--- src/rtl/i2c_bus_monitor_pkg.sv ---
// Shared types and constants for the I2C bus monitor: framing FSM states,
// byte geometry and the idle level of the bus lines.
package i2c_mon_pkg;

  typedef enum logic [1:0] {
    IDLE,
    BITS,
    ACK
  } state_e;

  localparam int   BYTE_BITS  = 8;
  localparam int   BIT_CNT_W  = $clog2(BYTE_BITS);
  localparam logic LINE_IDLE  = 1'b1;

endpackage

--- src/rtl/i2c_bus_monitor_if.sv ---
// Bus-side bundle of the monitor: raw SCL/SDA in, filtered lines and
// decoded bus events out.
interface i2c_bus_monitor_if;
  import i2c_mon_pkg::*;

  // Event outputs are single-cycle strobes without back-pressure: a consumer
  // samples them in the cycle they are high. byte_o/ack_o hold until the next
  // strobe of byte_valid_o/ack_valid_o; busy_o and tmo_o are levels.
  logic                 scl_i;
  logic                 sda_i;
  logic                 scl_f_o;
  logic                 sda_f_o;
  logic                 start_o;
  logic                 rstart_o;
  logic                 stop_o;
  logic                 busy_o;
  logic                 byte_valid_o;
  logic [BYTE_BITS-1:0] byte_o;
  logic                 ack_valid_o;
  logic                 ack_o;
  logic                 tmo_o;

  modport master (
    output scl_i, sda_i,
    input  scl_f_o, sda_f_o, start_o, rstart_o, stop_o, busy_o,
    input  byte_valid_o, byte_o, ack_valid_o, ack_o, tmo_o
  );

  modport slave (
    input  scl_i, sda_i,
    output scl_f_o, sda_f_o, start_o, rstart_o, stop_o, busy_o,
    output byte_valid_o, byte_o, ack_valid_o, ack_o, tmo_o
  );

endinterface

--- src/rtl/i2c_deglitch.sv ---
// Single-line stability filter: q_o follows d_i only after d_i has held a new
// value for max(thr,1) consecutive clocks.
module i2c_deglitch
  import i2c_mon_pkg::*;
#(
  parameter int FILT_W = 4
) (
  input  logic              clk,
  input  logic              rst,
  input  logic [FILT_W-1:0] thr,
  input  logic              d_i,
  output logic              q_o
);

  logic [FILT_W-1:0] cnt;
  logic [FILT_W:0]   cnt_nxt;
  logic [FILT_W:0]   thr_eff;

  // One extra bit so cnt+1 never wraps; >= lets a lowered threshold release at once.
  always_comb begin
    cnt_nxt = {1'b0, cnt} + (FILT_W+1)'(1);
    thr_eff = (thr == '0) ? (FILT_W+1)'(1) : {1'b0, thr};
  end

  always_ff @(posedge clk) begin
    if (rst) begin
      q_o <= LINE_IDLE;
      cnt <= '0;
    end else if (d_i == q_o) begin
      cnt <= '0;
    end else if (cnt_nxt >= thr_eff) begin
      q_o <= d_i;
      cnt <= '0;
    end else begin
      cnt <= cnt_nxt[FILT_W-1:0];
    end
  end

endmodule

--- src/rtl/i2c_bus_monitor.sv ---
// Passive I2C bus monitor: filters SCL/SDA, decodes START/repeated START/STOP,
// frames bits into bytes plus ACK, and flags SCL held low too long.
module i2c_bus_monitor
  import i2c_mon_pkg::*;
#(
  parameter int FILT_W = 4,
  parameter int TMO_W  = 16
) (
  input  logic              clk,
  input  logic              rst,
  input  logic              en,
  input  logic [FILT_W-1:0] filt_cycles_i,
  input  logic [TMO_W-1:0]  tmo_cycles_i,
  input  logic              clr_tmo_i,
  i2c_bus_monitor_if.slave  bus,
  output state_e            state_o
);

  logic                 scl_f, sda_f, scl_prev, sda_prev;
  logic                 scl_rise, start_det, stop_det, tmo_hit;
  logic [TMO_W-1:0]     tmo_cnt, tmo_inc;
  logic [BIT_CNT_W-1:0] bit_cnt;
  logic [BYTE_BITS-2:0] shreg;
  logic [BYTE_BITS-1:0] shift_nxt, byte_q;
  logic                 start_q, rstart_q, stop_q, busy_q;
  logic                 bv_q, av_q, ack_q, tmo_q;
  state_e               state;

  i2c_deglitch #(.FILT_W(FILT_W)) u_scl_filt (
    .clk(clk), .rst(rst), .thr(filt_cycles_i), .d_i(bus.scl_i), .q_o(scl_f)
  );

  i2c_deglitch #(.FILT_W(FILT_W)) u_sda_filt (
    .clk(clk), .rst(rst), .thr(filt_cycles_i), .d_i(bus.sda_i), .q_o(sda_f)
  );

  // Conditions need SCL high on both samples, so an SCL edge always wins over
  // a simultaneous SDA edge.
  always_comb begin
    scl_rise  = !scl_prev && scl_f;
    start_det = scl_prev && scl_f && sda_prev && !sda_f;
    stop_det  = scl_prev && scl_f && !sda_prev && sda_f;
    tmo_inc   = (&tmo_cnt) ? tmo_cnt : tmo_cnt + TMO_W'(1);
    tmo_hit   = busy_q && !scl_f && (tmo_cycles_i != '0) && (tmo_inc >= tmo_cycles_i);
    shift_nxt = {shreg, sda_f};
  end

  // Edge history keeps tracking while disabled so re-enabling cannot fake an edge.
  always_ff @(posedge clk) begin
    if (rst) begin
      scl_prev <= LINE_IDLE;
      sda_prev <= LINE_IDLE;
    end else begin
      scl_prev <= scl_f;
      sda_prev <= sda_f;
    end
  end

  always_ff @(posedge clk) begin
    if (rst || !en) begin
      state    <= IDLE;
      bit_cnt  <= '0;
      shreg    <= '0;
      byte_q   <= '0;
      tmo_cnt  <= '0;
      start_q  <= 1'b0;
      rstart_q <= 1'b0;
      stop_q   <= 1'b0;
      busy_q   <= 1'b0;
      bv_q     <= 1'b0;
      av_q     <= 1'b0;
      ack_q    <= 1'b0;
      tmo_q    <= 1'b0;
    end else begin
      start_q  <= start_det && !busy_q;
      rstart_q <= start_det && busy_q;
      stop_q   <= stop_det;
      bv_q     <= 1'b0;
      av_q     <= 1'b0;

      if (start_det)                busy_q <= 1'b1;
      else if (stop_det || tmo_hit) busy_q <= 1'b0;

      if (!busy_q || scl_f || tmo_hit) tmo_cnt <= '0;
      else                             tmo_cnt <= tmo_inc;

      if (tmo_hit)                                   tmo_q <= 1'b1;
      else if (clr_tmo_i || (start_det && !busy_q))  tmo_q <= 1'b0;

      if (start_det) begin
        state   <= BITS;
        bit_cnt <= '0;
      end else if (stop_det || tmo_hit) begin
        state   <= IDLE;
        bit_cnt <= '0;
      end else if (scl_rise) begin
        case (state)
          BITS: begin
            shreg <= shift_nxt[BYTE_BITS-2:0];
            if (bit_cnt == BIT_CNT_W'(BYTE_BITS-1)) begin
              bv_q    <= 1'b1;
              byte_q  <= shift_nxt;
              state   <= ACK;
              bit_cnt <= '0;
            end else begin
              bit_cnt <= bit_cnt + BIT_CNT_W'(1);
            end
          end
          ACK: begin
            av_q    <= 1'b1;
            ack_q   <= sda_f;
            state   <= BITS;
            bit_cnt <= '0;
          end
          default: ;
        endcase
      end
    end
  end

  assign bus.scl_f_o      = en ? scl_f : LINE_IDLE;
  assign bus.sda_f_o      = en ? sda_f : LINE_IDLE;
  assign bus.start_o      = start_q;
  assign bus.rstart_o     = rstart_q;
  assign bus.stop_o       = stop_q;
  assign bus.busy_o       = busy_q;
  assign bus.byte_valid_o = bv_q;
  assign bus.byte_o       = byte_q;
  assign bus.ack_valid_o  = av_q;
  assign bus.ack_o        = ack_q;
  assign bus.tmo_o        = tmo_q;
  assign state_o          = state;

endmodule

--- src/flat_wrapper.sv ---
// flat-port wrapper written by rule: the top's interface ports become plain ports
module i2c_bus_monitor_flat import i2c_mon_pkg::*;
#(
  parameter int FILT_W = 4,
  parameter int TMO_W  = 16
)
  (clk, rst, en, filt_cycles_i, tmo_cycles_i, clr_tmo_i, state_o, bus_scl_i, bus_sda_i, bus_scl_f_o, bus_sda_f_o, bus_start_o, bus_rstart_o, bus_stop_o, bus_busy_o, bus_byte_valid_o, bus_byte_o, bus_ack_valid_o, bus_ack_o, bus_tmo_o);
  i2c_bus_monitor_if bus_i ();
  input  logic clk;
  input  logic rst;
  input  logic en;
  input  logic [FILT_W-1:0] filt_cycles_i;
  input  logic [TMO_W-1:0] tmo_cycles_i;
  input  logic clr_tmo_i;
  output state_e state_o;
  input wire logic [$bits(bus_i.scl_i)-1:0] bus_scl_i;
  input wire logic [$bits(bus_i.sda_i)-1:0] bus_sda_i;
  output wire logic [$bits(bus_i.scl_f_o)-1:0] bus_scl_f_o;
  output wire logic [$bits(bus_i.sda_f_o)-1:0] bus_sda_f_o;
  output wire logic [$bits(bus_i.start_o)-1:0] bus_start_o;
  output wire logic [$bits(bus_i.rstart_o)-1:0] bus_rstart_o;
  output wire logic [$bits(bus_i.stop_o)-1:0] bus_stop_o;
  output wire logic [$bits(bus_i.busy_o)-1:0] bus_busy_o;
  output wire logic [$bits(bus_i.byte_valid_o)-1:0] bus_byte_valid_o;
  output wire logic [$bits(bus_i.byte_o)-1:0] bus_byte_o;
  output wire logic [$bits(bus_i.ack_valid_o)-1:0] bus_ack_valid_o;
  output wire logic [$bits(bus_i.ack_o)-1:0] bus_ack_o;
  output wire logic [$bits(bus_i.tmo_o)-1:0] bus_tmo_o;
  assign bus_i.scl_i = bus_scl_i;
  assign bus_i.sda_i = bus_sda_i;
  assign bus_scl_f_o = bus_i.scl_f_o;
  assign bus_sda_f_o = bus_i.sda_f_o;
  assign bus_start_o = bus_i.start_o;
  assign bus_rstart_o = bus_i.rstart_o;
  assign bus_stop_o = bus_i.stop_o;
  assign bus_busy_o = bus_i.busy_o;
  assign bus_byte_valid_o = bus_i.byte_valid_o;
  assign bus_byte_o = bus_i.byte_o;
  assign bus_ack_valid_o = bus_i.ack_valid_o;
  assign bus_ack_o = bus_i.ack_o;
  assign bus_tmo_o = bus_i.tmo_o;
  i2c_bus_monitor #(.FILT_W(FILT_W), .TMO_W(TMO_W)) u_core (.clk(clk), .rst(rst), .en(en), .filt_cycles_i(filt_cycles_i), .tmo_cycles_i(tmo_cycles_i), .clr_tmo_i(clr_tmo_i), .bus(bus_i), .state_o(state_o));
endmodule
--- config.mk ---
export PLATFORM = sky130hd
export DESIGN_NAME = i2c_bus_monitor_flat
export DESIGN_NICKNAME = d
export VERILOG_FILES = /design/src/rtl/i2c_bus_monitor_pkg.sv /design/src/rtl/i2c_bus_monitor_if.sv /design/src/rtl/i2c_deglitch.sv /design/src/rtl/i2c_bus_monitor.sv /design/src/flat_wrapper.sv
export SDC_FILE = /design/constraint.sdc
export NUM_CORES = 1
export LEC_CHECK = 0
export ABC_AREA = 1
export ABC_CLOCK_PERIOD_IN_PS = 2800
export CORE_ASPECT_RATIO = 2
export CORE_MARGIN = 5
export CORE_UTILIZATION = 35
export DETAILED_ROUTE_END_ITERATION = 12
export GPL_TIMING_DRIVEN = 1
export SETUP_SLACK_MARGIN = 0.15
export SYNTH_ARGS = -nofsm -noshare
export SYNTH_HDL_FRONTEND = slang
export SYNTH_SLANG_ARGS = --single-unit
--- constraint.sdc ---
create_clock -name clk -period 2.8 [get_ports clk]
set_clock_uncertainty 0.1 [all_clocks]
set_input_delay 0.42 -clock clk [delete_from_list [all_inputs] [get_ports clk]]
set_output_delay 0.42 -clock clk [all_outputs]
set_load 0.01 [all_outputs]
## Word-level counts from Yosys, hierarchy flattened

Index checks and enable logic that the tools add are counted.

- Add/sub/neg operators: 4
- Muxes and demuxes: 17
- Div/mod/pow operators: 0
- Equal/unequal tests: 7
- Multiply operators: 0
- Shift-type cells: 0
- Order comparisons: 3
- Bitwise gates (word level): 6
- Reductions and logical operators: 44

Operator list:

| cell | number |
|---|---|
| $add 16x1->16 const B | 1 |
| $ge 16x16->1 | 1 |
| $mux 16 | 1 |
| $reduce_and 16->1 | 1 |
| $reduce_bool 16->1 | 1 |
| $logic_and 1x1->1 | 11 |
| $mux 1 | 11 |
| $add 4x1->5 const B | 2 |
| $reduce_or 3->1 | 3 |
| $reduce_and 4->1 | 2 |
| $logic_not 1->1 | 6 |
| $not 1->1 | 6 |
| $pmux 3 s2 | 1 |
| $reduce_and 2->1 | 3 |
| $reduce_and 3->1 | 2 |
| $reduce_bool 2->1 | 3 |
| $ge 5x4->1 | 1 |
| $ge 5x5->1 | 1 |
| $logic_or 1x1->1 | 5 |
| $reduce_and 5->1 | 1 |
| $reduce_or 5->1 | 1 |
| $logic_not 4->1 | 1 |
| $mux 4 | 1 |
| $ne 4x1->1 const B | 1 |
| 13 further kinds | 14 |

- Output and inout port bits: 20
- Bits in registers: 56
- Bits of input ports: 26
- Latch bits: 0
- Word-level logic and storage cells: 101
- Bits in writable memories: 0
- Memory bits (read-only): 0
- Memories: 0

## Depth between registers and ports, before layout

Gate-level depths: netlist of the first run.

- Depth after elaboration: 7
- Mapped depth: 23
- Gate-level depth less buffers: 21

## By module

A second synthesis of the first run with hierarchy kept.

- Cell total of the unflattened synthesis: 434
- Area, all modules: 3163.0 µm²

By module, submodules not included:

| module | sequential area each (µm²) | area an instance (µm²) | cells each | instances |
|---|---|---|---|---|
| i2c_bus_monitor | 920.9 | 2509.9 | 346 | 1 |
| i2c_deglitch | 100.1 | 326.6 | 44 | 2 |

## Worst setup path after synthesis of the first run

OpenSTA, ideal clock, no wires.

- Path type: register to register
- Start: reg u_core.tmo_cnt[0]
- End: reg u_core.tmo_cnt[12]
- Clock period less this slack: 2777 ps
- Path buffers: 2
- Path slack: 23 ps
- Stages on the path, launching flop included: 24
- Arrival: 2613 ps
- Library setup time: 64 ps
- Data required time: 2636 ps
- Cell sequence: dfxtp_1 -> ha_1 -> nand3_2 -> nor2_2 -> nand2_2 -> nor2_4 -> nand2_2 -> buf_6 -> nand2_1 -> o21a_1 -> inv_1 -> ha_1 -> nand2_1 -> nand2_1 -> nand2_1 -> nand2_1 -> nand2_1 -> nand2_1 -> nand2_1 -> nand2_1 -> nand2_1 -> nand4_2 -> buf_2 -> nor2_1

- Longest elaborated chain between the ends: 6
- Elaborated cells on any way between the ends: 7
- Those cells by class: add/sub (1); order compare (1); mux (1); reduce/logical (4)

Ends and longest elaborated chain:

| item | RTL line | source |
|---|---|---|
| start: declaration | i2c_bus_monitor.sv:21 | `logic [TMO_W-1:0] tmo_cnt, tmo_inc;` |
| start signal: assignment | i2c_bus_monitor.sv:85 | `else tmo_cnt <= tmo_inc;` |
| $add 16x1->16 / $reduce_and 16->1 (equally long branches) | i2c_bus_monitor.sv:43 | `tmo_inc = (&tmo_cnt) ? tmo_cnt : tmo_cnt + TMO_W'(1);` |
| $mux 16 (*) | i2c_bus_monitor.sv:43 |  |
| named net u_core.tmo_inc[1] | i2c_bus_monitor.sv:21 |  |
| $ge 16x16->1 (*) | i2c_bus_monitor.sv:44 | `tmo_hit = busy_q && !scl_f && (tmo_cycles_i != '0) && (tmo_inc >= tmo_cycles_i);` |
| $logic_and 1x1->1 (*) | i2c_bus_monitor.sv:44 |  |
| $logic_or 1x1->1 (*) | i2c_bus_monitor.sv:84 | `if (!busy_q \|\| scl_f \|\| tmo_hit) tmo_cnt <= '0;` |
| $reduce_or 2->1 (no line) (*) | -- |  |

The timed path passes the listed nets; every way through them passes the cells marked *.
A chain may end at the register's enable or synchronous reset.

## Worst setup path after layout of the first run

- Start: reg u_core.tmo_cnt[1]
- End: reg u_core.tmo_cnt[0]

The elaborated chain is that of the path after synthesis.

==> impl_metrics.ini, run 1 <==
[final_layout]
syn_to_final_growth_pct = 41.3
drive_above_1_share_pct = 23.1
instances_no_fill = 630
final-seq-area_sq_um = 1130
most-common-layout-cells = 83 x sky130_fd_sc_hd__nand2_1, 75 x sky130_fd_sc_hd__inv_1, 50 x sky130_fd_sc_hd__dfxtp_1, 45 x sky130_fd_sc_hd__nor2_1, 45 x sky130_fd_sc_hd__clkdlybuf4s50_1
multi_input_comb_area_sq_um = 1950
most_common_cell_after_layout_fill_and_taps_aside = sky130_fd_sc_hd__nand2_1
num-nets-final = 584
antenna_cells = 0
n_fill_cell = 875
postLayoutCoreUtil_pct = 50.3

[global_route]
antenna_found_initial = 0
first_pass_grt_wire_length_um = 13800
grt_max_degree = 21
globalRouteTotalUtil_pct = 15.0
final_global_route_overflow_total = 0
vias_in_the_first_global_route = 3244

[synthesis]
yosysUniqueCellTypes = 36
post_synth_main_area_contributors = sky130_fd_sc_hd__dfxtp_1 35%, sky130_fd_sc_hd__ha_1 12%, sky130_fd_sc_hd__nand2_1 10%, sky130_fd_sc_hd__inv_1 9.5%, sky130_fd_sc_hd__nor2_1 5.8%
synth_warnings = 0
asyncSetResetFlopFracSynth_pct = 0
synth_area_leader_cell = sky130_fd_sc_hd__dfxtp_1
syn-instance-count = 439
synthesis.nets = 496
synth_flop_cell = sky130_fd_sc_hd__dfxtp_1
synth_top_area_share_pct = 35.2
postSynthAreaPerCell_sq_um = 7.26
yosysSeqAreaShare_pct = 35.2
synth.cell_area_sq_um = 3190
synth_edf_count = 0
synth_seq_cells = 56

[cts]
clock_tree.htree_level_count = 2
post_cts_hold_buffer_count = 0
clockBufferDepth = 2
clock_sink_count = 56
worst_skew_pair.late_latency_ns = 0.30
tritoncts = built
cts_buffers = 5
worst_setup_hold_path_clk_slew_ns = 0.07
clock_tree.root_cell = sky130_fd_sc_hd__clkbuf_16

[worst_hold_path]
whs_path_depth = 2
hp-class = reg2reg

[power_and_ir_drop]
totalPowerFinal_mw = 1.63
p_sw_share_pct = 23.7
power_report.internal_total_mw = 1.24
vdd_drop_max_v = 0.000339
power.switching_uw = 386
pwr_density_cell_nw_per_um2 = 362
leakage_nw = 2.04
seqPwrFrac_pct = 50.5
share_comb_of_total_power_pct = 10.3
clockPowerShare_pct = 39.2

[die]
die_h_um = 145
io-pin-count = 46
std_cell_rows = 49
core_area_sq_um = 8950
die_x_um = 77.5
die_area_sq_um = 11200
start_util_pct = 35.6

[sta]
slew_headroom_pct = 72.8
achievable_frequency_ghz = 0.353
final-max-slew-violation-count = 0
timing.final.setup_violations = 7
final_hold_viol_count = 0
max_slew.worst_pin.slew_ns = 0.405
worst_slack_ns = -0.0329
post-route-min-period_ns = 2.83
hold_ws_ns = 0.366
timing.final.crit_share_pct = 101
unrepaired_setup_endpoints_after_global_routing = yes

[drt]
vias = 3027
route.detailed.wl_per_inst_um = 13.4
m1_wl_um = 2870
met3WireLength_um = 269
drt_pass1_iterations = 4
drt_iter0_markers = 145
routed-wl-met2_um = 4890
drt.antenna.violating_nets = 0
detail_route.wirelength_um = 8440
route.detailed.vias_per_inst = 4.80
highest-signal-layer = met4
post-route-drc-count = 0

[place]
place_ws_ns = -0.179
io_buffer_count = 45
gp_congestion = 0.842
detailed_place_hpwl_um = 6420
dpl.cell_count = 605

[critical_path]
worstPathCellList = ha_4 > nand3_4 > nor2_4 > nand2_2 > nor2_4 > nand2_4 > buf_12 > nand2_4 > xor2_2 > ha_1 > nand2_1 > inv_2 > nand2_2 > nor2_1 > nor2_1 > nand2_1 > nand2_1 > nand2_2 > nand2_4 > nand4_4 > nor2_1
critical_path_arrival_ns = 2.96
timing.reg2reg.worst_path_depth = 21
worst_setup_path_start_kind = flop
critPathMaxFanout = 8
cp-end-kind = flop
critical-path-max-stage-delay_ns = 0.38
required_ns = 2.92
slowest_stage = sky130_fd_sc_hd__dfxtp_4
setup.worst_path.class = reg2reg

[outcome]
failed_checks = setup timing
status = complete, but fails checks

[job]
drv.max_cap_violation_count = 0
metal layers:
metal | track usage (%) | vias up
met2 | 29.3 | 59
met4 | 9.21 | 0
met1 | 13.6 | 1374
li1 | - | 1564
met3 | 2.54 | 30
met5 | 0 | -
cell families (layout without fill, tap and decap cells):
group                    after synthesis  in the layout  share of synthesized area (%)
multiplexers                           1              1                          0.314
AND/OR/NAND/NOR                      191            192                           27.4
flip-flops                            56             56                           35.2
XOR/XNOR                              11             11                           4.20
AO/OA/AOI/OAI                         56             56                           9.54
buffers and inverters                 93            181                           11.3
adder cells (fa/ha/maj)               31             31                           12.2
power by group through the flow:
stage	combinational, mW	clock [mW]	sequential [mW]
final	0.168	0.639	0.823
after global routing	0.194	0.694	0.824
after floorplan	0.0956	0	0.838
after detailed placement	0.162	0	0.843
after global placement	0.159	0	0.843
after CTS	0.168	0.661	0.824
area by class of cell:
type	instances	area share, %
multi-input combinational	291	43.4
clock buffer	7	3.17
sequential	56	25.2
timing repair buffer	85	17.9
inverter	88	7.36
tap	102	2.83
clock inverter	1	0.167
state kept, by name, indices dropped and copies added (netlist names), 2 cells and up:
name and cells:
u_core.shreg 7, u_core.bit_cnt 3, u_core.tmo_cnt 16, u_core.u_sda_filt.cnt 4, u_core.state_o 2, u_core.u_scl_filt.cnt 4, u_core.bus.byte_o 8
repair_timing:
| action | 4_1_cts | 5_1_grt |
|---|---|---|
| gates cloned | 1 | 1 |
| endpoints found under the setup margin | 23 | 23 |
| resized for setup | 32 | 30 |
| buffers inserted | 8 | 7 |
| pin swaps | 20 | 23 |
critical path, delay by kind of cell (launching register included):
kind / cells / cell delay, ns
adders and majority gates: 2 / 0.40
and+or+nand+nor: 16 / 1.51
xor gates and xnor gates: 1 / 0.17
DFF: 1 / 0.38
buffers and inverters: 2 / 0.20
through the flow:
step / TNS (ns) / instance area [sq um]
floorplan: 0 / 3210
global placement: -2.02 / 3950
detailed placement: -2.88 / 3950
CTS: -0.510 / 4310
global route: -3.72 / 4500
finish: -0.0908 / 4500
Yosys cell counts, types with 3 or more instances:
master	instances
sky130_fd_sc_hd__nor3_2	3
sky130_fd_sc_hd__clkbuf_1	3
sky130_fd_sc_hd__nand2_2	6
sky130_fd_sc_hd__nor2_1	49
sky130_fd_sc_hd__a21oi_1	29
sky130_fd_sc_hd__o21ai_1	7
sky130_fd_sc_hd__nand2_1	89
sky130_fd_sc_hd__nand3_1	15
sky130_fd_sc_hd__nand4_1	9
sky130_fd_sc_hd__xor2_2	3
sky130_fd_sc_hd__inv_2	6
sky130_fd_sc_hd__nor3_1	10
sky130_fd_sc_hd__o21ai_0	12
sky130_fd_sc_hd__xor2_1	4
sky130_fd_sc_hd__inv_1	81
sky130_fd_sc_hd__dfxtp_1	56
sky130_fd_sc_hd__a31o_2	3
sky130_fd_sc_hd__ha_1	31
final timing paths:
check	start	end	slack (ns)
setup / recovery	u_core.tmo_cnt[1]	u_core.tmo_cnt[0]	-0.03
hold / removal	u_core.bus.byte_o[6]	u_core.bus.byte_o[6]	0.37
setup reg to reg	u_core.tmo_cnt[1]	u_core.tmo_cnt[0]	-0.03
hold reg to reg	u_core.bus.byte_o[6]	u_core.bus.byte_o[6]	0.37
No activity file was read; power rests on OpenSTA's default activity.
==> inputs of run 2 (changes only) <==
Settings changed: SLEW_MARGIN set to 0.
==> results of run 2 <==
The final DEF is identical to that of run 1; final timing and power are the same.
==> inputs of run 3 (changes only) <==
Settings changed: ABC_CLOCK_PERIOD_IN_PS 2800 to 3300.
Clock period 2.8 ns to 3.3 ns, I/O delays scaled along.
==> impl_metrics.ini, run 3 (synthesis results as in run 1) <==
[global_route]
grt_max_degree = 22
globalRouteTotalUtil_pct = 14.1
global_route.usage.met2_pct = 27.6
grt_use_met1_pct = 12.9
vias_in_the_first_global_route = 2813
first_pass_grt_wire_length_um = 12800
gr-max-usage-layer = met2
antenna_found_initial = 0
globalRouteMet3Util_pct = 3.04
final_global_route_overflow_total = 0

[sta]
timing.final.setup_violations = 0
timing.final.crit_share_pct = 90.9
final_hold_viol_count = 0
setup-tns-final_ns = 0
final-max-slew-violation-count = 0
max_slew.worst_pin.slew_ns = 0.631
unrepaired_setup_endpoints_after_global_routing = yes
post-route-min-period_ns = 3.00
achievable_frequency_ghz = 0.334
slew_headroom_pct = 57.7

[critical_path]
worst-r2r-setup-slack_ns = 0.30
worst_setup_path_start_kind = flop
required_ns = 3.43
worstPathCellList = inv_1 > nor3_2 > nand2_8 > buf_4 > inv_2 > nor2_1 > inv_1 > ha_1 > a21oi_1 > o21ai_0 > a21oi_1 > nand2_1 > nand2_2 > buf_6 > nand4_1 > nor2_1
setup.worst_path.class = reg2reg
slowest_stage = sky130_fd_sc_hd__nor3_2
cp-end-kind = flop
r2r_start = u_core.tmo_cnt[12]
critical_path_arrival_ns = 3.13
timing.reg2reg.worst_path_depth = 16
critical-path-max-stage-delay_ns = 0.55
regToRegEndpoint = u_core.bit_cnt[1]
critPathMaxFanout = 7

[worst_hold_path]
hp-class = reg2reg
worstHoldStart = u_core.u_sda_filt.cnt[0]
min_to = u_core.u_sda_filt.cnt[0]
whs_path_depth = 1

[die]
core_area_sq_um = 8950
die_h_um = 145
start_util_pct = 35.6
std_cell_rows = 49
die_x_um = 77.5
die_area_sq_um = 11200
io-pin-count = 46

[power_and_ir_drop]
leakage_nw = 1.83
pwr_density_cell_nw_per_um2 = 341
vdd_drop_max_v = 0.000229

[final_layout]
syn_to_final_growth_pct = 27.7
largest-register = u_core.tmo_cnt
max_reg_flops = 16
fin_area_sq_um = 4070
antenna_cells = 0
drive_above_1_share_pct = 12.3
most_common_cell_after_layout_fill_and_taps_aside = sky130_fd_sc_hd__nand2_1
num-nets-final = 551
most-common-layout-cells = 86 x sky130_fd_sc_hd__nand2_1, 80 x sky130_fd_sc_hd__inv_1, 54 x sky130_fd_sc_hd__dfxtp_1, 48 x sky130_fd_sc_hd__nor2_1, 45 x sky130_fd_sc_hd__clkdlybuf4s50_1

[place]
postPlaceCellArea_sq_um = 3770
gp_congestion = 0.858
io_buffer_count = 45
detailed_place_hpwl_um = 6370

[drt]
drt.antenna.violating_nets = 0
post-route-drc-count = 0
drt_pass1_iterations = 4
route.detailed.wl_per_inst_um = 13.1
route.detailed.vias_per_inst = 4.78
vias = 2856
detail_route.wirelength_um = 7810
drt_iter0_markers = 122

[cts]
clock_tree.root_cell = sky130_fd_sc_hd__clkbuf_16
clockBufferDepth = 2
tritoncts = built
clock_sink_count = 56
worst_setup_hold_path_clk_slew_ns = 0.07
post_cts_hold_buffer_count = 0
clock_tree.htree_level_count = 2
worst_skew_pair.late_latency_ns = 0.30
cts_buffers = 5

[outcome]
status = finished clean

[job]
drv.max_cap_violation_count = 0
run 3: area by class of cell:
type / instances / area (sq um)
fill: 918 / 4880
multi-input combinational: 291 / 1810
clock buffer: 6 / 139
timing repair buffer: 52 / 519
clock inverter: 2 / 13.8
inverter: 88 / 332
sequential: 56 / 1130
tap: 102 / 128
run 3: through the flow:
step / cells / utilization (%) / hold slack (ns) / worst slack, ns / power (mW)
floorplan: 439 / - / 0.333 / 0.523 / 0.791
global placement: 584 / 42.2 / 0.349 / 0.282 / 0.850
detailed placement: 584 / 42.2 / 0.358 / 0.159 / 0.854
CTS: 592 / 43.9 / 0.370 / 0.220 / 1.41
global route: 597 / 45.5 / 0.391 / 0.132 / 1.46
finish: 597 / 45.5 / 0.371 / 0.302 / 1.39
run 3: per-layer routing:
layer,share of wire [%],wire length (um)
met3,3.8,298
met5,0,0
met2,57,4450
met1,35,2760
met4,3.8,294
run 3: how the worst max path moves through the flow:
stage,from,to,slack [ns],cells after the start
2_1_floorplan,u_core.tmo_cnt[0],u_core.tmo_cnt[12],0.52,23
3_3_place_gp,u_core.tmo_cnt[0],u_core.tmo_cnt[4],0.28,22
3_5_place_dp,u_core.tmo_cnt[0],u_core.tmo_cnt[8],0.16,21
4_1_cts,u_core.tmo_cnt[0],u_core.tmo_cnt[8],0.22,21
5_1_grt,u_core.tmo_cnt[1],u_core.bit_cnt[1],0.13,21
6_report,u_core.tmo_cnt[12],u_core.bit_cnt[1],0.30,16
run 3: report_power, final:
group	internal, mW	switching [mW]
registers	0.685	0.0125
clock network	0.304	0.246
logic	0.0663	0.0738
run 3: critical path: cells and delay by family, from the launching register on:
family | cells | cell delay, ns
adders and majority gates | 1 | 0.23
buffers and inverters | 5 | 0.50
DFF | 1 | 0.43
and+or+nand+nor | 7 | 1.24
AOI/OAI and AO/OA | 3 | 0.41
run 3: what timing repair did:
action | in CTS | in global routing
gates resized for setup | 1 | 20
pin swaps | 0 | 12
gates cloned | 0 | 1
setup endpoints to repair | 2 | 21
setup buffers | 0 | 4
